### src/rtl/td4_sequencer.sv
// td4_sequencer: multi-cycle control unit for the 4-bit TD4 core.
// Owns the PC and carry flag, fetches instructions from program ROM over a
// req/ack handshake and decodes them into one-cycle datapath strobes.
//
// state  | meaning
// -------+---------------------------------------------------------------
// IDLE   | waiting for run (free-run) or a step pulse (single instruction)
// FETCH  | rom_req high, rom_addr = pc, waiting for rom_ack or timeout
// EXEC   | single cycle: strobes decoded from ir, pc and carry updated
// FAULT  | ROM never answered; sticky until reset, pc and carry frozen
module td4_sequencer #(
    parameter int PC_W    = 4,
    parameter int TIMEOUT = 16
) (
    input  logic            clk_i,
    input  logic            rst_ni,
    input  logic            run_i,
    input  logic            step_i,
    output logic            rom_req_o,
    output logic [PC_W-1:0] rom_addr_o,
    input  logic            rom_ack_i,
    input  logic [7:0]      rom_data_i,
    input  logic            alu_carry_i,
    output logic [3:0]      op_o,
    output logic [3:0]      im_o,
    output logic [1:0]      src_sel_o,
    output logic            a_we_o,
    output logic            b_we_o,
    output logic            out_we_o,
    output logic            out_sel_o,
    output logic            carry_o,
    output logic [1:0]      state_o,
    output logic            illegal_o
);

    typedef enum logic [1:0] {
        S_IDLE  = 2'b00,
        S_FETCH = 2'b01,
        S_EXEC  = 2'b10,
        S_FAULT = 2'b11
    } state_t;

    localparam int CNT_W = $clog2(TIMEOUT + 1);
    // Count of un-acked FETCH cycles at which the next miss trips FAULT
    localparam logic [CNT_W-1:0] CNT_TC = CNT_W'(TIMEOUT - 1);

    localparam logic [1:0] SRC_ZERO = 2'b00;
    localparam logic [1:0] SRC_A    = 2'b01;
    localparam logic [1:0] SRC_B    = 2'b10;
    localparam logic [1:0] SRC_IN   = 2'b11;

    state_t          state_q, state_d;
    logic [PC_W-1:0] pc_q, pc_d;
    logic            carry_q, carry_d;
    logic [7:0]      ir_q, ir_d;
    logic [CNT_W-1:0] cnt_q, cnt_d;

    logic       rom_req;
    logic [1:0] src_sel;
    logic       a_we, b_we, out_we, out_sel, illegal;

    // State, PC, carry, IR and fetch-timeout registers
    always_ff @(posedge clk_i or negedge rst_ni) begin
        if (!rst_ni) begin
            state_q <= S_IDLE;
            pc_q    <= '0;
            carry_q <= 1'b0;
            ir_q    <= '0;
            cnt_q   <= '0;
        end else begin
            state_q <= state_d;
            pc_q    <= pc_d;
            carry_q <= carry_d;
            ir_q    <= ir_d;
            cnt_q   <= cnt_d;
        end
    end

    // Next-state logic and EXEC-only instruction decode
    always_comb begin
        state_d = state_q;
        pc_d    = pc_q;
        carry_d = carry_q;
        ir_d    = ir_q;
        cnt_d   = cnt_q;
        rom_req = 1'b0;
        src_sel = SRC_ZERO;
        a_we    = 1'b0;
        b_we    = 1'b0;
        out_we  = 1'b0;
        out_sel = 1'b0;
        illegal = 1'b0;

        case (state_q)
            S_IDLE: begin
                if (run_i || step_i) state_d = S_FETCH;
            end

            S_FETCH: begin
                rom_req = 1'b1;
                if (rom_ack_i) begin
                    ir_d    = rom_data_i;
                    cnt_d   = '0;
                    state_d = S_EXEC;
                end else if (cnt_q == CNT_TC) begin
                    cnt_d   = '0;
                    state_d = S_FAULT;
                end else begin
                    cnt_d = cnt_q + CNT_W'(1);
                end
            end

            S_EXEC: begin
                // Defaults for a plain instruction; ADD and jumps override below
                pc_d    = pc_q + PC_W'(1);
                carry_d = 1'b0;
                state_d = run_i ? S_FETCH : S_IDLE;
                case (ir_q[7:4])
                    4'b0000: begin src_sel = SRC_A;    a_we = 1'b1; carry_d = alu_carry_i; end
                    4'b0101: begin src_sel = SRC_B;    b_we = 1'b1; carry_d = alu_carry_i; end
                    4'b0011: begin src_sel = SRC_ZERO; a_we = 1'b1; end
                    4'b0111: begin src_sel = SRC_ZERO; b_we = 1'b1; end
                    4'b0001: begin src_sel = SRC_B;    a_we = 1'b1; end
                    4'b0100: begin src_sel = SRC_A;    b_we = 1'b1; end
                    4'b0010: begin src_sel = SRC_IN;   a_we = 1'b1; end
                    4'b0110: begin src_sel = SRC_IN;   b_we = 1'b1; end
                    4'b1001: begin out_we = 1'b1; out_sel = 1'b0; end
                    4'b1011: begin out_we = 1'b1; out_sel = 1'b1; end
                    4'b1111: pc_d = PC_W'(ir_q[3:0]);
                    // JNC tests the flag left by the previous instruction
                    4'b1110: if (!carry_q) pc_d = PC_W'(ir_q[3:0]);
                    default: illegal = 1'b1;
                endcase
            end

            S_FAULT: begin
                state_d = S_FAULT;
            end

            default: state_d = S_IDLE;
        endcase
    end

    assign rom_req_o  = rom_req;
    assign rom_addr_o = pc_q;
    assign op_o       = ir_q[7:4];
    assign im_o       = ir_q[3:0];
    assign src_sel_o  = src_sel;
    assign a_we_o     = a_we;
    assign b_we_o     = b_we;
    assign out_we_o   = out_we;
    assign out_sel_o  = out_sel;
    assign carry_o    = carry_q;
    assign state_o    = state_q;
    assign illegal_o  = illegal;

endmodule
### config.mk
export PLATFORM = sky130hd
export DESIGN_NAME = td4_sequencer
export DESIGN_NICKNAME = d
export VERILOG_FILES = /design/src/rtl/td4_sequencer.sv
export SDC_FILE = /design/constraint.sdc
export NUM_CORES = 1
export LEC_CHECK = 0
export CAP_MARGIN = 15
export CORE_UTILIZATION = 47
export DETAILED_ROUTE_END_ITERATION = 7
export PLACE_DENSITY_LB_ADDON = 0.2
export SYNTH_ARGS = -nofsm -noshare
export SYNTH_HDL_FRONTEND = slang
export SYNTH_SLANG_ARGS = --single-unit
### constraint.sdc
create_clock -name clk_i -period 3.9 [get_ports clk_i]
set_clock_uncertainty 0.2 [all_clocks]
set_input_delay 0.585 -clock clk_i [delete_from_list [all_inputs] [get_ports clk_i]]
set_output_delay 0.585 -clock clk_i [all_outputs]
set_load 0.01 [all_outputs]
; After elaboration in Yosys (flattened, before gate mapping)
; Index checks and enable logic that the tools add are counted.
[word_totals]
register_bits = 20
out_inout_bits = 23
[op_classes]
n_addsub = 2
n_eq_ne = 17
muxes = 23
reduce_logical = 13
[ops]
columns = op, count
row1 = $eq A4 B3 Y1 const B, 4
row2 = $eq A4 B4 Y1 const B, 4
row3 = $mux W1, 13
row4 = $reduce_or A12 Y1, 1
row5 = $mux W5, 2
row6 = $reduce_or A2 Y1, 5
row7 = $eq A4 B2 Y1 const B, 2
row8 = $mux W2, 4
row9 = $pmux W2 S4, 1
row10 = $pmux W4 S2, 1
row11 = $reduce_or A4 Y1, 2
row12 = $pmux W2 S3, 1
row13 = $add A5 B1 Y5 const B, 1
row14 = $eq A5 B4 Y1 const B, 1
row15 = $add A4 B1 Y4 const B, 1
row16 = $eq A2 B2 Y1 const B, 2
row17 = $eq A4 B1 Y1 const B, 1
row18 = $logic_not A4 Y1, 1
row19 = $mux W4, 1
row20 = $reduce_and A2 Y1, 2
row21 = $ne A3 B3 Y1 const B, 1
row22 = $eq A2 B1 Y1 const B, 1
row23 = $logic_not A2 Y1, 1
row24 = $ne A2 B2 Y1 const B, 1
row25 = $logic_or A1 B1 Y1, 1

; Depth between registers and ports, before layout
[logic_depth]
word_depth = 4
mapped_depth = 5
ltp_nobuf = 4

; Least setup slack after synthesis
; OpenSTA, ideal clock, no wires.
[synth_path]
path_kind = register -> output
start = register state_q[1] (netlist: state_o[1])
end = output port illegal_o
arrival_ps = 1156
path_slack_ps = 1959
stages_incl_launch_ff = 4
path_buffers = 0
cell_sequence = dfrtp_1 nor2b_1 nand2_1 a211oi_1
[synth_between]
elab_chain_len = 2
[synth_lines]
columns = item, line
row1 = from (decl), 52  ; state_t state_q, state_d;
row2 = from (signal assigned), 71  ; state_q <= state_d;
row3 = $eq A2 B2 Y1, 94  ; case (state_q)
row4 = $mux W1, 94
row5 = to (decl), 33  ; output logic illegal_o
; Every way passes these cells.

; Worst setup path after layout
[layout_path]
start = register state_q[1] (netlist: state_o[1])
end = output port out_sel_o
[layout_between]
elab_chain_len = 2
[layout_lines]
columns = item, line
row1 = $eq A2 B2 Y1, 94
row2 = $mux W1, 94
row3 = to (decl), 30  ; output logic out_sel_o,
; Every way passes these cells.

==> results.py <==
metrics = {
    "synthesis": {
        "synth_xor_area_share_pct": 0.829,
        "synth_most_common_cell": "dfrtp_1",
        "synth_compound_area_share_pct": 14.0,
        "syn_area_um2": 1060,
        "synth_nets": 116,
        "synth_top_family_by_area": "simple AND/OR/NAND/NOR gates",
        "synth-edff-count": 0,
        "synth.area.mux_share_pct": 9.48,
        "synth_area_leader_cell": "dfrtp_1",
        "synth.top_cell.area_share_pct": 47.4,
        "synth_warnings": 0,
        "postSynthAreaPerCell_um2": 10.6,
        "synthCells": 100,
        "synth_common_cells": "20 x dfrtp_1, 8 x nand2_1, 7 x mux2_2, 7 x nand3_1, 7 x nor2b_1",
        "synth_ff_type": "dfrtp_1",
        "ys_types": 39,
        "netlist_top_cells_area": "dfrtp_1 47%, mux2_2 7.5%, nor2b_1 4.1%, nand3_1 3.3%, o21ai_0 2.8%",
        "synth-seq-cells": 20,
        "yosysSeqAreaShare_pct": 47.4,
        "synthArstFlopShare_pct": 100,
        "synth_adder_area_share_pct": 2.37,
        "yosys.area_share.simple_pct": 22.6,
    },
    "critical_path": {
        "path_class": "flip-flop to output pin",
        "cpPeakStageDelay_ns": 0.54,
        "critPathSlowestCell": "clkdlybuf4s50_1",
        "critical_path_arrival_ns": 2.05,
        "rr_worst_depth": 4,
        "path_delay_family": "simple AND/OR/NAND/NOR gates",
        "start_kind": "flip-flop",
        "end_kind": "output pin",
        "crit_cells": 4,
        "required_ns": 3.12,
        "crit_chain": "nor2b_1, and3_2, and2_1, clkdlybuf4s50_1",
        "rrSetupSlack_ns": 2.23,
        "cp_num_buf_inv": 1,
        "critPathMaxFanout": 9,
    },
    "global_routing": {
        "grt_usage_pct": 21.6,
        "antenna_found_initial": 0,
        "first_global_vias": 904,
        "grt_remaining_overflow": 0,
        "grt_max_degree": 21,
        "grt_pass1_wl_um": 4030,
    },
    "timing": {
        "fin_ws_ns": 1.06,
        "tightest_slew_ns": 0.872,
        "period_needed_ns": 2.84,
        "tns_ns": 0,
        "slew_violations": 0,
        "maxSlewHeadroom_pct": 41.7,
        "finalHoldViolCount": 0,
        "max_clock_freq_mhz": 353,
        "fin_crit_sh_pct": 72.7,
        "setup_viol": 0,
        "rsz0062_at_grt": "false",
        "worst_hold_slack_ns": 0.310,
    },
    "clocking": {
        "cts_buffer_depth": 2,
        "cts-resized-gates": 0,
        "path_clk_slew_ns": 0.12,
        "root_buffer": "clkbuf_4",
        "cts_inserted_buffers": 3,
        "cts_setup_buffers": 0,
        "worstSkewPairLatency_ns": 0.30,
        "cts-hold-fix-buffers": 0,
        "cts_sinks": 20,
        "htree_levels": 1,
        "cts_tree": "built",
    },
    "flow_run": {
        "drv_cap": 0,
    },
    "placed_design": {
        "place_congestion": 0.802,
        "dpl_cell_area_um2": 1420,
        "io_buffers": 36,
        "place_ws_ns": 1.43,
        "hpwlAfterDp_um": 1690,
    },
    "route": {
        "drc": 0,
        "avgRoutedWirePerCell_um": 13.8,
        "wirelength_um": 2260,
        "ant_nets": 0,
        "drt-initial-drc-count": 18,
        "dr.pass1.iters": 4,
        "vias": 892,
        "viasPerCell": 5.44,
    },
    "floorplanning": {
        "start_util_pct": 51.7,
        "fp.dieW_um": 49.4,
        "rows": 16,
        "die_area_um2": 2440,
        "core_um2": 2040,
        "die-height_um": 49.4,
        "pin_count": 37,
    },
    "pwr": {
        "leakage_nw": 0.600,
        "peakVddDrop_mv": 0.488,
        "comb_power_share_pct": 47.6,
        "p_int_w": 0.000720,
        "power.density_nw_per_um2": 780,
        "sw_frac_of_total_pct": 37.4,
        "power_switching_w": 0.000431,
        "p_seq_share_pct": 38.0,
        "clockPowerShare_pct": 14.5,
    },
    "status": {
        "status": "complete, no violations",
    },
    "min_path": {
        "whs_path_depth": 1,
        "min_path_type": "flip-flop to flip-flop",
    },
    "final_layout": {
        "final_nets": 154,
        "drive_above_1_share_pct": 13.1,
        "syn2layout_area_growth_pct": 39.7,
        "fin_area_um2": 1480,
        "fill_cells": 156,
        "n_antenna_cell": 0,
    },
}
==> cells in the final DEF (no fill, tap or decap), types with 2 or more instances in the layout <==
cell	count
mux2_2	7
nand4_1	2
clkdlybuf4s50_1	36
nor3_1	4
a31oi_1	2
clkbuf_4	3
ha_1	2
nand2_1	8
dfrtp_1	20
a21oi_1	2
nand2b_1	4
nand3_1	7
o21ai_0	6
o21a_1	2
nor2b_1	7
==> final cells by class <==
type	instances	area (um2)	share of cell area, %
multi-input cells	75	520	35.3
flip-flops and latches	20	500	33.9
repair buffers	36	360	24.4
well taps	27	33.8	2.29
clock inverters	1	30.0	2.04
clock buffers	3	22.5	1.53
inverters	2	7.51	0.509
==> metrics by stage <==
step	instances	power, W	utilization (%)
after detailed placement	160	0.000988	69.7
after CTS	164	0.00116	72.2
final	164	0.00115	72.2
after floorplan	100	0.000734	-
after global placement	160	0.000968	69.7
after global routing	164	0.00124	72.2
==> path summary, 6_finish.rpt <==
| path | from | endpoint |
|---|---|---|
| max reg2reg | state_o[1]$_DFFE_PN0P_ | ir_q[0]$_DFFE_PN0P_ |
| min in group asynchronous | rst_ni | cnt_q[4]$_DFFE_PN0P_ |
| max | state_o[1]$_DFFE_PN0P_ | out_sel_o |
| min reg2reg | cnt_q[4]$_DFFE_PN0P_ | cnt_q[4]$_DFFE_PN0P_ |
| max in group asynchronous | rst_ni | cnt_q[2]$_DFFE_PN0P_ |
| min | cnt_q[4]$_DFFE_PN0P_ | cnt_q[4]$_DFFE_PN0P_ |
==> cell families after synthesis <==
group / Yosys count
DFF: 20
AOI/OAI and AO/OA: 21
buffers and inverters: 5
muxes: 9
xor gates and xnor gates: 1
and+or+nand+nor: 42
adders and majority gates: 2
==> registers in the layout (all words and copies together) (netlist names) <==
register and flops:
state_o 2, cnt_q 5, rom_addr_o 4, ir_q 8, carry_o 1
==> layer usage <==
layer / part of all wire (%) / wire length, um / global-route usage, %
met1: 47 / 1060 / 27.1
met2: 46 / 1050 / 33.8
met3: 6.1 / 138 / 8.72
met4: 0.80 / 18 / 7.14
met5: 0 / 0 / 0
==> power by group through the flow <==
stage,Combinational (W),Sequential (W),Clock (W)
floorplan,0.000297,0.000437,0
global placement,0.000537,0.000431,0
detailed placement,0.000547,0.000440,0
CTS,0.000553,0.000437,0.000171
global route,0.000605,0.000459,0.000178
finish,0.000548,0.000437,0.000166
(Power assumes the default switching activity.)
